## src/rtl/display_pkg.sv

```systemverilog
// Shared types, constants and helpers for the
// seven-segment display scan controller.
package display_pkg;

  typedef enum logic [1:0] {
    ST_IDLE,
    ST_BLANK,
    ST_ON
  } state_t;

  localparam int NUM_DIGITS = 4;

  localparam logic [3:0] AN_OFF = 4'b0000;
  localparam logic [3:0] AN_D0  = 4'b0001;
  localparam logic [3:0] AN_D1  = 4'b0010;
  localparam logic [3:0] AN_D2  = 4'b0100;
  localparam logic [3:0] AN_D3  = 4'b1000;

  function automatic int cnt_width(input int div);
    return (div < 2) ? 1 : $clog2(div);
  endfunction

  function automatic logic [3:0] nibble(
    input logic [15:0] v,
    input logic [1:0]  s
  );
    return v[{s, 2'b00} +: 4];
  endfunction

  // Leading zeros are judged from the top nibble down.
  function automatic logic lz_blank(
    input logic [15:0] v,
    input logic [1:0]  s
  );
    logic b;
    b = 1'b0;
    unique case (s)
      2'd3:    b = (v[15:12] == 4'h0);
      2'd2:    b = (v[15:8] == 8'h00);
      2'd1:    b = (v[15:4] == 12'h000);
      default: b = 1'b0;
    endcase
    return b;
  endfunction

  function automatic logic [3:0] anode(input logic [1:0] s);
    logic [3:0] a;
    a = AN_OFF;
    unique case (s)
      2'd0:    a = AN_D0;
      2'd1:    a = AN_D1;
      2'd2:    a = AN_D2;
      default: a = AN_D3;
    endcase
    return a;
  endfunction

endpackage

```

## src/rtl/scan_prescaler.sv

```systemverilog
// Slot counter and digit index for the display scan.
// Exposes next-cycle values so the top can register outputs.
import display_pkg::*;

module scan_prescaler #(
  parameter int SCAN_DIV  = 50000,
  parameter int BLANK_CYC = 500
) (
  input  logic       i_Clk,
  input  logic       i_Rst,
  input  logic       i_Enable,
  input  logic       active,
  output logic       slot_end,
  output logic       frame_start,
  output logic       in_blank,
  output logic [1:0] sel_nxt
);

  localparam int CW = cnt_width(SCAN_DIV);

  logic [CW-1:0] cnt;
  logic [CW-1:0] cnt_nxt;
  logic [1:0]    sel;

  // in_blank describes the slot position entered at the next edge.
  always_comb begin
    slot_end    = active && (cnt == CW'(SCAN_DIV - 1));
    frame_start = i_Enable &&
                  (!active ||
                   (slot_end && sel == 2'(NUM_DIGITS - 1)));
    cnt_nxt     = cnt + 1'b1;
    sel_nxt     = sel;
    if (!i_Enable || !active) begin
      cnt_nxt = '0;
      sel_nxt = '0;
    end else if (slot_end) begin
      cnt_nxt = '0;
      sel_nxt = sel + 1'b1;
    end
    in_blank = (cnt_nxt < CW'(BLANK_CYC));
  end

  always_ff @(posedge i_Clk or negedge i_Rst) begin
    if (!i_Rst) begin
      cnt <= '0;
      sel <= '0;
    end else begin
      cnt <= cnt_nxt;
      sel <= sel_nxt;
    end
  end

endmodule

```

## src/rtl/display_scan_controller.sv

```systemverilog
// 4-digit multiplexed seven-segment scan scheduler with
// double-buffered value, dead time and leading-zero blanking.
import display_pkg::*;

module display_scan_controller #(
  parameter int SCAN_DIV  = 50000,
  parameter int BLANK_CYC = 500
) (
  input  logic        i_Clk,
  input  logic        i_Rst,
  input  logic        i_Enable,
  input  logic [15:0] i_Data,
  input  logic        i_Load,
  input  logic        i_Blank_Lz,
  output logic        o_Ready,
  output logic [3:0]  o_Anodo,
  output logic [1:0]  o_Sel,
  output logic [3:0]  o_Digit,
  output logic        o_Frame
);

  state_t      state;
  state_t      state_nxt;
  logic [15:0] act_q;
  logic [15:0] act_nxt;
  logic [15:0] stage_q;
  logic        pending;
  logic        slot_end;
  logic        frame_start;
  logic        in_blank;
  logic [1:0]  sel_nxt;
  logic        dark;

  scan_prescaler #(
    .SCAN_DIV  (SCAN_DIV),
    .BLANK_CYC (BLANK_CYC)
  ) u_pre (
    .i_Clk       (i_Clk),
    .i_Rst       (i_Rst),
    .i_Enable    (i_Enable),
    .active      (state != ST_IDLE),
    .slot_end    (slot_end),
    .frame_start (frame_start),
    .in_blank    (in_blank),
    .sel_nxt     (sel_nxt)
  );

  always_comb begin
    state_nxt = state;
    if (!i_Enable) begin
      state_nxt = ST_IDLE;
    end else begin
      unique case (state)
        ST_IDLE:  state_nxt = ST_BLANK;
        ST_BLANK: if (!in_blank) state_nxt = ST_ON;
        ST_ON:    if (slot_end) state_nxt = ST_BLANK;
        default:  state_nxt = ST_IDLE;
      endcase
    end
    act_nxt = (frame_start && pending) ? stage_q : act_q;
    dark    = i_Blank_Lz && lz_blank(act_nxt, sel_nxt);
  end

  // Outputs are built from next-cycle values so all stay aligned.
  always_ff @(posedge i_Clk or negedge i_Rst) begin
    if (!i_Rst) begin
      state   <= ST_IDLE;
      act_q   <= '0;
      stage_q <= '0;
      pending <= 1'b0;
      o_Ready <= 1'b1;
      o_Anodo <= AN_OFF;
      o_Sel   <= '0;
      o_Digit <= '0;
      o_Frame <= 1'b0;
    end else begin
      state   <= state_nxt;
      act_q   <= act_nxt;
      o_Frame <= frame_start;
      o_Sel   <= sel_nxt;
      o_Digit <= nibble(act_nxt, sel_nxt);
      o_Anodo <= (state_nxt == ST_ON && !dark) ?
                 anode(sel_nxt) : AN_OFF;
      if (frame_start && pending) begin
        pending <= 1'b0;
        o_Ready <= 1'b1;
      end
      if (i_Load && o_Ready) begin
        stage_q <= i_Data;
        pending <= 1'b1;
        o_Ready <= 1'b0;
      end
    end
  end

endmodule

```

## config.mk

```make
export PLATFORM = sky130hd
export DESIGN_NAME = display_scan_controller
export DESIGN_NICKNAME = d
export VERILOG_FILES = /design/src/rtl/display_pkg.sv /design/src/rtl/scan_prescaler.sv /design/src/rtl/display_scan_controller.sv
export SDC_FILE = /design/constraint.sdc
export NUM_CORES = 1
export LEC_CHECK = 0
export CAP_MARGIN = 20
export CORE_MARGIN = 3
export CORE_UTILIZATION = 30
export CTS_CLUSTER_DIAMETER = 200
export DETAILED_ROUTE_END_ITERATION = 6
export MAX_ROUTING_LAYER = met4
export REMOVE_ABC_BUFFERS = 1
export SLEW_MARGIN = 15
export SYNTH_ARGS = -nofsm -noshare
export SYNTH_HDL_FRONTEND = slang
export SYNTH_SLANG_ARGS = --single-unit
```

## constraint.sdc

```tcl
create_clock -name i_Clk -period 3.15 [get_ports i_Clk]
set_clock_uncertainty 0.15 [all_clocks]
set_input_delay 0.315 -clock i_Clk [delete_from_list [all_inputs] [get_ports i_Clk]]
set_output_delay 0.315 -clock i_Clk [all_outputs]
set_load 0.05 [all_outputs]
```

### After elaboration in Yosys (flattened, before gate mapping)

Index checks and enable logic that the tools add are counted.

| operators by class | value |
|---|---|
| $add $sub $neg | 2 |
| multiply operators | 0 |
| div/mod/pow operators | 0 |
| magnitude comparators | 1 |
| equal/unequal tests | 8 |
| shift-type cells | 1 |
| muxes and demuxes | 16 |
| bitwise operators | 0 |
| reductions and logical operators | 19 |

Operator list:

| cell | count |
|---|---|
| $mux 16 | 3 |
| $add 16x1->16 const B | 1 |
| $eq 16x16->1 const B | 1 |
| $lt 16x9->1 const B | 1 |
| $shiftx 16x5->4 | 1 |
| $logic_not 12->1 | 1 |
| $pmux 4 s3 | 1 |
| $eq 2x2->1 const B | 5 |
| $mux 2 | 5 |
| $logic_not 8->1 | 1 |
| $logic_and 1x1->1 | 7 |
| $pmux 2 s3 | 1 |
| $eq 2x1->1 const B | 2 |
| $logic_not 2->1 | 2 |
| $logic_not 4->1 | 1 |
| $mux 1 | 4 |
| $mux 4 | 1 |
| $reduce_bool 2->1 | 2 |
| $logic_not 1->1 | 3 |
| $pmux 1 s3 | 1 |
| $add 2x1->2 const B | 1 |
| $logic_or 1x1->1 | 2 |

| word-level totals | value |
|---|---|
| register bits after elaboration | 63 |
| bits in latches | 0 |
| memory bits (writable) | 0 |
| bits in read-only memories | 0 |
| output and inout bits | 12 |
| word-level logic and storage cells | 57 |
| memories | 0 |

### Logic depth before layout (Yosys ltp)

Gate-level depths: netlist of run 1.

| depth | value |
|---|---|
| word-level depth | 13 |
| gate-level depth with buffers | 11 |
| gate-level depth less buffers | 8 |

### Modules after synthesis

From an unflattened synthesis of run 1, not the netlist that was laid out.

| second synthesis, totals | value |
|---|---|
| cell total of the unflattened synthesis | 256 |
| area total of the unflattened synthesis | 3052.9 µm² |

Modules (own cells, without submodules):

| module | times used | cells each | area each (µm²) | seq. area each (µm²) |
|---|---|---|---|---|
| display_scan_controller | 1 | 122 | 1856.8 | 1177.4 |
| scan_prescaler | 1 | 134 | 1196.1 | 450.4 |

### Worst setup path after synthesis of run 1

No wires, ideal clock.

| path | value |
|---|---|
| kind | register to register |
| from | register u_pre.sel[0] |
| to | register o_Digit[1] |
| library setup time | 0.126 ns |
| arrival | 2.189 ns |
| path slack | 0.684 ns |
| stages on the path, launching flop included | 8 |
| buffers on the path | 1 |
| cell sequence | dfrtp_1 ha_1 nand3_1 o21ai_4 buf_8 mux2_2 nor2b_1 a311o_1 |

| on the way | value |
|---|---|
| word-level cells in the longest chain between the ends | 7 |
| elaborated cells on any way between the ends | 10 |
| classes of those cells | add/sub: 1; eq/ne: 1; shift: 1; mux: 3; reduce/logical: 4 |

RTL lines:

| what | RTL line | text |
|---|---|---|
| start: declaration | scan_prescaler.sv:23 | `logic [1:0] sel;` |
| start signal: assignment | scan_prescaler.sv:49 | `sel <= sel_nxt;` |
| $eq 2x2->1 | scan_prescaler.sv:30 | `(slot_end && sel == 2'(NUM_DIGITS - 1)));` |
| $logic_and 1x1->1 | scan_prescaler.sv:30 |  |
| $logic_or 1x1->1 | scan_prescaler.sv:29 | `(!active \|\|` |
| $logic_and 1x1->1 | scan_prescaler.sv:28 | `frame_start = i_Enable &&` |
| $logic_and 1x1->1 | display_scan_controller.sv:60 | `act_nxt = (frame_start && pending) ? stage_q : act_q;` |
| $mux 16 | display_scan_controller.sv:60 |  |
| via act_nxt[5] | display_scan_controller.sv:25 | `logic [15:0] act_nxt;` |
| $shiftx 16x5->4 | display_pkg.sv:27 | `return v[{s, 2'b00} +: 4];` |
| end signal: assignment | display_scan_controller.sv:81 | `o_Digit <= nibble(act_nxt, sel_nxt);` |
| end: declaration | display_scan_controller.sv:18 | `output logic [3:0] o_Digit,` |

The timed path passes the listed nets, and every way through them passes these cells.
A chain may end at the register's enable or synchronous reset.

### Final worst setup path of run 1

| path | value |
|---|---|
| from | register u_pre.cnt[0] |
| to | register o_Digit[3] |

| on the way | value |
|---|---|
| word-level cells in the longest chain between the ends | 8 |
| elaborated cells on any way between the ends | 10 |
| classes of those cells | eq/ne: 1; shift: 1; mux: 3; reduce/logical: 5 |

RTL lines:

| what | RTL line | text |
|---|---|---|
| start: declaration | scan_prescaler.sv:21 | `logic [CW-1:0] cnt;` |
| start signal: assignment | scan_prescaler.sv:48 | `cnt <= cnt_nxt;` |
| $eq 16x16->1 | scan_prescaler.sv:27 | `slot_end = active && (cnt == CW'(SCAN_DIV - 1));` |
| $logic_and 1x1->1 | scan_prescaler.sv:27 |  |
| $logic_and 1x1->1 | scan_prescaler.sv:30 |  |
| $logic_or 1x1->1 | scan_prescaler.sv:29 |  |
| $logic_and 1x1->1 | scan_prescaler.sv:28 |  |
| $logic_and 1x1->1 | display_scan_controller.sv:60 |  |
| $mux 16 | display_scan_controller.sv:60 |  |
| via act_nxt[7] | display_scan_controller.sv:25 |  |
| $shiftx 16x5->4 | display_pkg.sv:27 |  |

The timed path passes the listed nets, and every way through them passes these cells.

==> results of run 1 <==
==> kinds of logic (layout without fill, tap and decap cells) <==
kind of cell    Yosys count  after routing  share of synthesized area, %
simple gates             93             93                          18.9
flops                    63             63                          50.9
buf+inv                  20             63                          3.96
xor+xnor                 18             18                          5.09
compound gates           33             33                          8.60
fa+ha+maj                 2              2                         0.807
mux                      33             33                          11.7
==> per-layer routing <==
metal | wire length (microns) | share of wire [%]
met1 | 3050 | 48
met2 | 3030 | 47
met3 | 212 | 3.3
met4 | 86 | 1.3
met5 | 0 | 0
==> worst register-to-register path, cell delays in order (launching register included) <==
cell and delay (ps):
dfrtp_1 410, ha_1 310, and3_2 270, nand4_4 210, o21ai_4 240, buf_12 200, mux2_1 370, nor2b_1 150
a311o_1 330
==> area by class of cell <==
class                   instances  area, sq um  share of cell area (%)
repair buffers                 37          380                    10.1
inverters                      10         37.5                    1.00
clock buffers                  12          145                    3.87
flip-flops and latches         63         1580                    42.0
clock inverters                 4         47.5                    1.27
well taps                     133          166                    4.43
multi-input cells             179         1400                    37.3
==> sequential cells by signal (all words and copies together) (netlist names) <==
signal     flops
u_pre.cnt     16
act_q         16
o_Frame        1
o_Anodo        4
u_pre.sel      2
pending        1
state          2
stage_q       16
o_Digit        4
o_Ready        1
==> through the flow <==
| step | instances | hold slack (ps) |
|---|---|---|
| final | 438 | 344 |
| after global routing | 438 | 374 |
| after CTS | 438 | 353 |
| after detailed placement | 421 | 250 |
| after global placement | 421 | 238 |
| after floorplan | 252 | -131 |
==> path summary, 6_finish.rpt <==
check,cells after the start,slack (ps),to
worst max-delay path,8,410,o_Digit[3]
max in group asynchronous,3,1770,o_Ready
worst min register to register,2,340,act_q[3]
worst min-delay path,2,340,act_q[3]
worst max register to register,8,410,o_Digit[3]
min in group asynchronous,2,390,u_pre.cnt[12]
==> where the power goes <==
group | internal, W | total (W) | leakage [nW] | switching (W)
clock | 0.000385 | 0.000704 | 0.0964 | 0.000320
sequential | 0.00107 | 0.00122 | 0.794 | 0.000155
combinational | 0.000347 | 0.000701 | 0.636 | 0.000354
total | 0.00180 | 0.00263 | 1.53 | 0.000828
==> cell usage in the layout (no fill, tap or decap), types with 3 or more instances in the layout <==
cell	Yosys	final
a21oi_1	5	5
a311o_1	4	4
and3_1	3	3
clkbuf_8	0	10
clkdlybuf4s50_1	0	31
dfrtp_1	62	62
inv_1	10	10
mux2_2	26	26
mux2i_1	6	6
nand2_1	8	8
nand2b_1	3	3
nand3_1	11	11
nor2_1	23	23
nor2b_1	5	5
nor3_1	6	6
nor3b_1	4	4
nor4_1	6	6
o21a_1	3	3
o21ai_0	7	7
xnor2_1	11	11
xor2_1	7	7
==> repair_timing <==
action                     CTS  global route
hold buffers                 1             0
hold endpoints to repair    26             0
resized for setup            0             0
setup endpoints to repair    0             0
==> metrics, run 1 <==
number of flops mapped to enable cells by yosys 0; Worst VDD drop 0.000447 V; met3 usage 3.60%; Slew @ Worst Pin 744 ps; Place WS 410 ps; hold_sp act_q[3]; Chip Height 108 microns; delay-heaviest family, CP simple AND/OR/NAND/NOR gates; Fin. Hold Viols 0; fill cell count around 1000; CP startpoint u_pre.cnt[0]; met2 Usage GRT 18.8%; synth top area cells dfrtp_1 (50%), mux2_2 (9.4%), xnor2_1 (3.1%); initial antenna violation count 0; PnR worst setup slack a little over 400 ps; FMAX around 0.36 GHz; DRT antenna net count 0; Avg Inst Size Synth ~12 sq um; effective utilization at floorplan 31.3%; vias in the first global route 2148; CP max stage cell dfrtp_1; #FFs+latches synth 63; period utilisation layout 87.1%; GRT Max-Usage Layer met2; total grt overflow 0; diodes inserted 0; drt first-iter violations 57; Core Util, Final 37.9%; Post-Synthesis Cells 262; Pre-antenna DRT Iters 4; # rows 36; met1 Use GR 15.6%; clock sinks 63; Crit Path Class reg -> reg; post-route cell area about 0.0038 sq mm; Async SR Flop Fraction 100%; share of cells above drive strength 1 21.6%; status finished clean; CTS root buffer clkbuf_8; Pwr Total approximately 0.0026 W; top-area cell type share of the netlist area between 50% and 60%; final setup vio count 0; port bufs 32; Commonest cells post-synth dfrtp_1 (62), mux2_2 (26), nor2_1 (23); Vias/cell 4.80; Slew Limit Fails 0; Post-Route WL roughly 6.4 mm; CTS tree done; first-pass GRT wire length 10.7 mm; Leak 1.53 nW; Vias 2104; Worst path max stage delay between 400 and 500 ps; Crit path required time about 3200 ps; CTS Buffer Depth 2; Reg-to-Reg Start u_pre.cnt[0]; Main synth FF type dfrtp_1; hpwl dp 4.51 mm; nets roughly 320; crit end category flip-flop; RSZ-0062 raised after global routing false; crit path buf inv count 1; Hold Path Class reg -> reg; Placer Congestion about 0.80; routed len/inst 14.6 microns; total CTS buffers 9; Worst-Skew Late Latency 350 ps; Die Wd ~110 microns; IO Pins 33; Core Footprint approximately 0.01 sq mm; synth unique cells 60; cells along the critical path ha_1, and3_2, nand4_4, o21ai_4, buf_12, mux2_1, nor2b_1, a311o_1; CTS clk-pin slew, worst paths 70 ps; Tmin final 2740 ps; TNS Setup 0 ps; crit path max fanout 22; Area growth, synth to finish 21.1%; dpl cell area between 0.003 and 0.004 sq mm; Syn. warnings 0; GRT Overall Usage 12.2%; PwrDens 700 mW/mm^2; CP arrival 2820 ps; crit start category flip-flop; full die area approximately 0.012 sq mm; setup bufs post-CTS 0; most common cell in the netlist dfrtp_1; Max-Cap Viols 0; Slew HR 50.3%; largest area contributor in the netlist dfrtp_1; Cell Area, Synth ~0.0031 sq mm; pin count of the biggest net entering global routing 38; drt drc 0; H-Tree Depth 3; post-synthesis sequential area ratio ~51%
(Power assumes the default switching activity.)
==> inputs of run 2 (changes only) <==
- CORE_UTILIZATION: 30 -> 32
==> run 2 against run 1 <==
  * Routed wire length is 2.9% lower
  * Final cell count is 0.91% lower
  * Critical endpoint is now o_Digit[1]
  * Cell area is 0.17% higher
  * First-iteration DRC count is 35% higher
  * Worst setup slack worse by 3.9 ps
  * Combinational power is 0.6% lower
  * Via count is 1.5% lower
  * Sequential share of layout area is 0.070 points lower
  * Sequential power hardly changed
==> metrics, run 2 (synthesized netlist as in run 1, its figures left out) <==
Area growth, synth to finish 21.3%; Slew HR 51.4% (+1.1 points); total CTS buffers 9 (unchanged); Die Wd 104 microns (-3.0%); full die area 0.0109 sq mm (-5.9%); pin count of the biggest net entering global routing 50 (+32%); port bufs 32 (unchanged); commonest non-fill, non-tap cell in the layout dfrtp_1; biggest regs act_q (16), stage_q (16), u_pre.cnt (16); crit end category flip-flop; Fin. Hold Viols 0 (unchanged); CTS root buffer clkbuf_8; Core Footprint 0.00933 sq mm (-5.9%); FMAX 0.364 GHz (-0.14%); crit path max fanout 22 (unchanged); Worst VDD drop 0.000556 V (+24%); Vias 2072 (-1.5%); Layout Cells excl Fill 434 (-0.91%); period utilisation layout 87.2% (+0.13 points); first-pass GRT wire length 11.0 mm (+3.0%); setup bufs post-CTS 0 (unchanged); sw power 0.000819 W (-1.1%); nets 323 (unchanged); initial antenna violation count 0 (unchanged); Pre-antenna DRT Iters 4 (unchanged); # rows 35 (-2.8%); TNS Setup 0 ps (unchanged); PwrDens 712 mW/mm^2 (+1.7%); Pwr Total 0.00268 W (+1.8%); diodes inserted 0 (unchanged); clock sinks 63 (unchanged); share of cells above drive strength 1 22.0% (+0.33 points); effective utilization at floorplan 33.2% (+2.0 points); Worst-Skew Late Latency 330 ps (-20 ps); CTS Hold Buffers Added 0 (-1); IO Pins 33 (unchanged); Placed Cells 417 (-0.95%); Tmin final 2750 ps (+3.94 ps); Hold Path Class reg -> reg; CP arrival 2820 ps (about the same); Crit Path Class reg -> reg; Vias/cell 4.77 (-0.61%); RSZ-0062 raised after global routing false; Logic pwr share 26.1% (-0.6 points); drt first-iter violations 77 (+35%); routed len/inst 14.3 microns (-2.0%); Slew @ Worst Pin 724 ps (-19.4 ps); Crit path required time 3220 ps (about the same); final setup vio count 0 (unchanged); Sw Ratio 30.6% (-0.91 points); Resize count post-CTS 0 (unchanged); Chip Height 104 microns (-3.0%); vias in the first global route 2180 (+1.5%); Placer Congestion 0.835 (+3.9%); CTS Buffer Depth 2 (unchanged); drt drc 0 (unchanged); GRT Overall Usage 13.0% (+0.79 points); Int Pwr 0.00186 W (+3.2%); hpwl dp 4.42 mm (-2.0%); Place WS 401 ps (-9.83 ps); status finished clean; H-Tree Depth 3 (unchanged); Leak 1.53 nW (+0.42%); Slew Limit Fails 0 (unchanged); CTS tree done; clock group share of total power 28.3% (+1.5 points); PnR worst setup slack 402 ps (-3.95 ps); total grt overflow 0 (unchanged); Max-Cap Viols 0 (unchanged); crit start category flip-flop; Post-Route WL 6.20 mm (-2.9%); CTS clk-pin slew, worst paths 70 ps (about the same); Sequential Power Share 45.7% (-0.8 points); most frequent cells in the layout dfrtp_1 (62), clkdlybuf4s50_1 (31), mux2_2 (26); DRT antenna net count 0 (unchanged)
==> run 2: cell count changes in the layout (fill, tap and decap cells not counted), sizes merged <==
cell    previous run  this run
clkbuf            12        10
clkinv             2         3
bufinv             1         2
==> run 2: metrics by stage <==
step | cell area [sq um] | hold WS, ps | util, %
3_5_place_dp | 3530 | 333 | 37.9
6_report | 3760 | 340 | 40.3
3_3_place_gp | 3530 | 321 | 37.9
5_1_grt | 3760 | 377 | 40.3
2_1_floorplan | 3010 | -131 | -
4_1_cts | 3750 | 72.8 | 40.2
==> run 2: area by class of cell <==
type | count | area (sq um)
clock buffers | 10 | 128
clock inverters | 6 | 86.3
fillers | 913 | 5570
inverters | 10 | 37.5
multi-input cells | 179 | 1400
flip-flops and latches | 63 | 1580
well taps | 129 | 161
repair buffers | 37 | 370
==> run 2: path summary, 6_finish.rpt <==
path | start | to | slack (ps) | depth (start not counted)
setup / recovery | u_pre.cnt[0] | o_Digit[1] | 400 | 9
hold / removal | act_q[3] | act_q[3] | 340 | 2
setup reg to reg | u_pre.cnt[0] | o_Digit[1] | 400 | 9
hold reg to reg | act_q[3] | act_q[3] | 340 | 2
max in group asynchronous | i_Rst | act_q[6] | 1900 | 3
min in group asynchronous | i_Rst | u_pre.cnt[12] | 390 | 2
==> run 2: worst max-delay path: stages (launching register included) <==
cell and delay, ps:
dfrtp_1 410, ha_1 300, and3_2 270, nand4_4 220, o21ai_4 240, buf_12 200
mux2_2 360, nand2b_1 70, o21ai_0 130, a311o_1 290
==> run 2: power groups by stage <==
stage          registers, W  clock network, W  logic (W)
3_3_place_gp        0.00124                 0   0.000691
4_1_cts             0.00122          0.000779   0.000711
3_5_place_dp        0.00123                 0   0.000706
5_1_grt             0.00126          0.000820   0.000766
6_report            0.00122          0.000756   0.000697
2_1_floorplan       0.00130                 0   0.000387
==> run 2: per-layer routing <==
layer  global-route usage (%)  share of wire, %  vias up
li1                         -                 -     1016
met1                     16.1                47     1016
met2                     20.5                49       32
met3                     3.60               2.8        8
met4                     4.56               1.2        0
met5                        -                 0        -
